[src/rtl/instr_fetch.sv]
// Single-outstanding instruction fetch unit: one request, one captured
// instruction held for the consumer, then the next PC (sequential or target).
module instr_fetch #(
  parameter int           n        = 32,
  parameter logic [n-1:0] RESET_PC = 32'h0000_0000
) (
  input  logic         clk,
  input  logic         rst_n,
  input  logic         PCSel,
  input  logic [n-1:0] alu_out,
  output logic         imem_req,
  output logic [n-1:0] imem_addr,
  input  logic         imem_gnt,
  input  logic         imem_rvalid,
  input  logic [n-1:0] imem_rdata,
  output logic [n-1:0] instr,
  output logic         instr_valid,
  input  logic         instr_ready,
  output logic [n-1:0] pc,
  output logic [n-1:0] pc_plus4,
  output logic [31:0]  retired,
  output logic         misalign_err
);

  localparam logic [n-1:0] NOP  = n'(32'h0000_0013);
  localparam logic [n-1:0] FOUR = n'(4);

  typedef enum logic [2:0] {
    IDLE = 3'd0,
    REQ  = 3'd1,
    WAIT = 3'd2,
    HOLD = 3'd3,
    HALT = 3'd4
  } state_t;

  state_t       r_state;
  state_t       w_state_nxt;
  logic [n-1:0] r_pc;
  logic [n-1:0] r_instr;
  logic         r_instr_valid;
  logic [31:0]  r_retired;
  logic         r_misalign;

  logic [n-1:0] w_pc_plus4;
  logic [n-1:0] w_next_pc;
  logic         w_misaligned;
  logic         w_capture;
  logic         w_complete;

  // Redirect inputs only matter on the completing edge, so they are folded
  // into w_next_pc and consumed solely under w_complete.
  assign w_pc_plus4   = r_pc + FOUR;
  assign w_next_pc    = PCSel ? alu_out : w_pc_plus4;
  assign w_misaligned = |w_next_pc[1:0];
  assign w_capture    = (r_state == WAIT) && imem_rvalid;
  assign w_complete   = (r_state == HOLD) && instr_ready;

  always_comb begin
    w_state_nxt = r_state;
    case (r_state)
      IDLE:    w_state_nxt = REQ;
      REQ:     if (imem_gnt) w_state_nxt = WAIT;
      WAIT:    if (imem_rvalid) w_state_nxt = HOLD;
      HOLD:    if (instr_ready) w_state_nxt = w_misaligned ? HALT : REQ;
      HALT:    w_state_nxt = HALT;
      default: w_state_nxt = IDLE;
    endcase
  end

  always_ff @(posedge clk or negedge rst_n) begin
    if (!rst_n) begin
      r_state       <= IDLE;
      r_pc          <= RESET_PC;
      r_instr       <= NOP;
      r_instr_valid <= 1'b0;
      r_retired     <= 32'd0;
      r_misalign    <= 1'b0;
    end else begin
      r_state <= w_state_nxt;
      if (w_capture) begin
        r_instr       <= imem_rdata;
        r_instr_valid <= 1'b1;
      end
      // A misaligned target retires the current instruction but leaves pc
      // pointing at it, so the halted state shows where the fault came from.
      if (w_complete) begin
        r_instr_valid <= 1'b0;
        r_retired     <= r_retired + 32'd1;
        if (w_misaligned) r_misalign <= 1'b1;
        else              r_pc       <= w_next_pc;
      end
    end
  end

  assign imem_req     = (r_state == REQ);
  assign imem_addr    = r_pc;
  assign instr        = r_instr;
  assign instr_valid  = r_instr_valid;
  assign pc           = r_pc;
  assign pc_plus4     = w_pc_plus4;
  assign retired      = r_retired;
  assign misalign_err = r_misalign;

endmodule

[config.mk]
export PLATFORM = sky130hd
export DESIGN_NAME = instr_fetch
export DESIGN_NICKNAME = d
export VERILOG_FILES = /design/src/rtl/instr_fetch.sv
export SDC_FILE = /design/constraint.sdc
export NUM_CORES = 1
export LEC_CHECK = 0
export CORE_MARGIN = 2
export CORE_UTILIZATION = 43
export DETAILED_ROUTE_END_ITERATION = 6
export GPL_ROUTABILITY_DRIVEN = 0
export MAX_ROUTING_LAYER = met4
export PLACE_DENSITY = 0.81
export SLEW_MARGIN = 25
export SYNTH_ARGS = -nofsm -noshare
export SYNTH_HDL_FRONTEND = slang
export SYNTH_SLANG_ARGS = --single-unit
[constraint.sdc]
create_clock -name clk -period 2.1 [get_ports clk]
set_input_delay 0.21 -clock clk [delete_from_list [all_inputs] [get_ports clk]]
set_output_delay 0.21 -clock clk [all_outputs]
set_load 0.03 [all_outputs]
==> impl_results.md <==
* CP startpoint: imem_addr[3]
* Synth Area in Simple Gates at 19.5%
* Synth warn at 0
* Final hold vios at 0
* Crit. End Element: primary output
* GRT overflow at 0
* Syn_nets at approximately 610
* Minimum clock period at 2.28 ns
* Actual slew at the worst max-slew pin at roughly 0.5 ns
* EDFF count, synth at 0
* Share of cells above drive strength 1 at 31.0%
* Synth Area in Compound Gates at a little under a tenth
* Die Span Y at 117 µm
* Critical-path top delay cell: dfrtp_2
* Residual DRC at 0
* Std cell rows at roughly 40
* Xor and xnor area share after synthesis at 9.45%
* Cell Chain, Critical Path: buf_6, ha_4, nand3_4, buf_4, buf_6, nor3_4, nand2_2, xnor2_2, buf_6
* Seq/Total Area, Yosys at a little under half
* Worst skew pair latency at around 0.34 ns
* Antenna-violating nets left at 0
* # IOs at 233
* PD cells at 1190 nW/µm²
* Netlist Area Pre-Place at 5470 µm²
* Required time worst endpoint at 1.89 ns
* Setup_tns at -2.58 ns
* Initial Util at 43.7%
* CP top delay family: buffers and inverters
* Post-Synth Adder-Cell Area at less than 1%
* Synth area leader: dfrtp_1
* Synth top area cells: dfrtp_1 45%, xnor2_1 7.2%, mux2_2 6.6%
* # setup viols final at 25
* Synth async-reset ratio at 100%
* CTS tree: built
* CTS buffer count at 9
* Crit path largest cell delay at 0.40 ns
* Synth Register Bits at roughly 100
* Design area at roughly 9300 µm²
* Share of the synthesized area in the top cell type at 44.8%
* Slew headroom at 66.9%
* Fin. max-slew vios at 0
* First-pass iteration count of the detailed router at 6
* H-tree depth at 3
* Fillers at 847
* Total GRT Usage at 26.9%
* Reg clk slew, reported paths at 0.07 ns
* Crit-path max FO at 4
* P_leak at ~4 nW
* Clk_skew at about 0.009 ns
* Most used cell, CP: buf_6
* Violated checks: negative setup slack
* First-pass GRT wire length at between 20,000 and 30,000 µm
* Netlist cell types at 57
* Via count at 5,577
* Power consumption at between 10 and 15 mW
* Worst Setup Start Kind: register
* Pre-CTS setup slack at -0.101 ns
* Synthesized area per cell at 10.2 µm²
* RSZ-0062 raised after global routing: yes
* Cell count after synthesis at 534
* Vias in the first global route at 5,579
* CTS Sinks at 101
* Worst Setup Slack, final at -0.182 ns
* # nets final at roughly 900
* Max IR drop VDD at around 0.87 mV
* Die W at 117 µm
* Core Box Area at approximately 13,000 µm²
* Post-DP HPWL at roughly 13,000 µm
* Port Buffers at 232
* Placed Instance Area at 8210 µm²
* Pin count of the biggest net entering global routing at 43
* CTS max path bufs at 2
* Multiplexer share of the synthesized area at 7.32%
* DR WL/cell at 19.6 µm
* Max_cap viols at 0
* Finished Core Util at 74.3%
* RR Startpoint: imem_addr[0]
* Max Clk Rate at 0.438 GHz
* CP arrival at 2.07 ns
* Crit path kind: register to primary output
* Diodes inserted at 0
* Post-route clock period utilization at 109%
* CP bufs+invs at 4
* Ys flop type: dfrtp_1
* Area Growth Syn to Fin at 70.0%
* Initial antenna violation count at 0
* Initial DRC count at 446
* CTS Root Cell: clkbuf_16
* Status: finished with violations
* Vias per inst at 5.64
* Hold WC Path Type: input port to asynchronous set/reset pin
* Largest family of logic cells by synthesized area: simple AND/OR/NAND/NOR gates
* Total wire length at 19,400 µm
* Die Area at 13,600 µm²
## routing by layer
metal / global-route usage [%] / routed length (µm) / share of wire (%) / vias to the layer above
met5: - / 0 / 0 / -
met4: 14.8 / 907 / 4.7 / 0
met3: 3.76 / 1490 / 7.7 / 101
met2: 45.7 / 9810 / 51 / 373
met1: 30.8 / 7190 / 37 / 2677
li1: - / - / - / 2426
## layout make-up
| cell class | count | area [µm²] | area share [%] |
|---|---|---|---|
| flip-flops and latches | 101 | 2550 | 27.4 |
| clock inverters | 6 | 66.3 | 0.713 |
| clock buffers | 10 | 239 | 2.57 |
| well taps | 172 | 215 | 2.31 |
| multi-input cells | 361 | 2950 | 31.7 |
| inverters | 5 | 18.8 | 0.202 |
| repair buffers | 334 | 3250 | 35.0 |
## cells by family after synthesis
kind of cell,after synthesis
AOI/OAI and AO/OA,79
xor gates and xnor gates,59
adders and majority gates,2
buffers and inverters,72
DFF,101
muxes,36
and+or+nand+nor,185
## power by group
part / internal, mW / switching [mW] / total (mW) / leakage (nW)
clock: 0.966 / 0.757 / 1.72 / 0.154
sequential: 2.54 / 0.553 / 3.10 / 1.25
combinational: 2.83 / 3.46 / 6.29 / 2.63
## registers in the layout (all words and copies together) (netlist names)
| name | flops |
|---|---|
| misalign_err | 1 |
| instr | 32 |
| imem_addr | 32 |
| instr_valid | 1 |
| retired | 32 |
| r_state | 3 |
## final timing paths
path	end	slack (ns)	depth (start not counted)
setup / recovery	pc_plus4[20]	-0.18	9
hold / removal	imem_addr[17]	0.38	2
setup reg to reg	imem_addr[16]	-0.02	7
hold reg to reg	misalign_err	0.47	1
max in group asynchronous	r_state[1]	0.98	3
min in group clk	misalign_err	0.47	1
## cells in the final DEF (no fill, tap or decap), types with 3 or more instances in the layout
cell type        count
or3_1                3
xnor2_4              5
nor4_4               5
buf_12               9
xor2_1              12
o22ai_1             13
a21o_1               3
xnor2_1             31
inv_6                3
buf_6               32
nand4_1             10
clkbuf_16            9
and3_1              11
nand2_2              4
nand3_4              3
nor2_1              20
xnor2_2              9
a21oi_1             17
nor3_4               5
nor3_1               8
mux2i_1              4
o21ai_0             18
dfrtp_2             16
buf_4               85
nand4_4              3
a22oi_1              6
mux2_2              32
dfrtp_1             82
nor2_2               3
nand3_1             41
nand2_1             34
dfstp_2              3
nand3_2              3
and2_1               5
and4_1               7
inv_1                5
clkdlybuf4s50_1    202
## cells in the mapped netlist, types with 3 or more instances
| library cell | instances |
|---|---|
| buf_2 | 14 |
| nand2_1 | 40 |
| a21oi_1 | 18 |
| a21o_1 | 3 |
| mux2_2 | 32 |
| a22oi_1 | 6 |
| mux2i_1 | 4 |
| o22ai_1 | 13 |
| and4_1 | 7 |
| and3_1 | 13 |
| inv_1 | 5 |
| nor4_4 | 3 |
| o21ai_0 | 18 |
| nor3_1 | 14 |
| dfstp_2 | 3 |
| xnor2_1 | 45 |
| nand3_1 | 47 |
| and2_1 | 5 |
| buf_4 | 35 |
| xor2_1 | 14 |
| dfrtp_1 | 98 |
| nand4_1 | 10 |
| clkbuf_1 | 16 |
| nor2_1 | 25 |
| or3_1 | 3 |
## stage by stage
step | instances | hold slack, ns
2_1_floorplan | 534 | -0.0856
3_3_place_gp | 924 | 0.190
3_5_place_dp | 924 | 0.194
4_1_cts | 971 | 0.382
5_1_grt | 989 | 0.412
6_report | 989 | 0.376
## repair_timing
| action | CTS | global route |
|---|---|---|
| endpoints found under the hold margin | 32 | 0 |
| buffers inserted | 31 | 20 |
| pin swaps | 26 | 23 |
| hold buffers | 1 | 0 |
| endpoints found under the setup margin | 25 | 28 |
| resized for setup | 56 | 44 |
(Power assumes the default switching activity.)
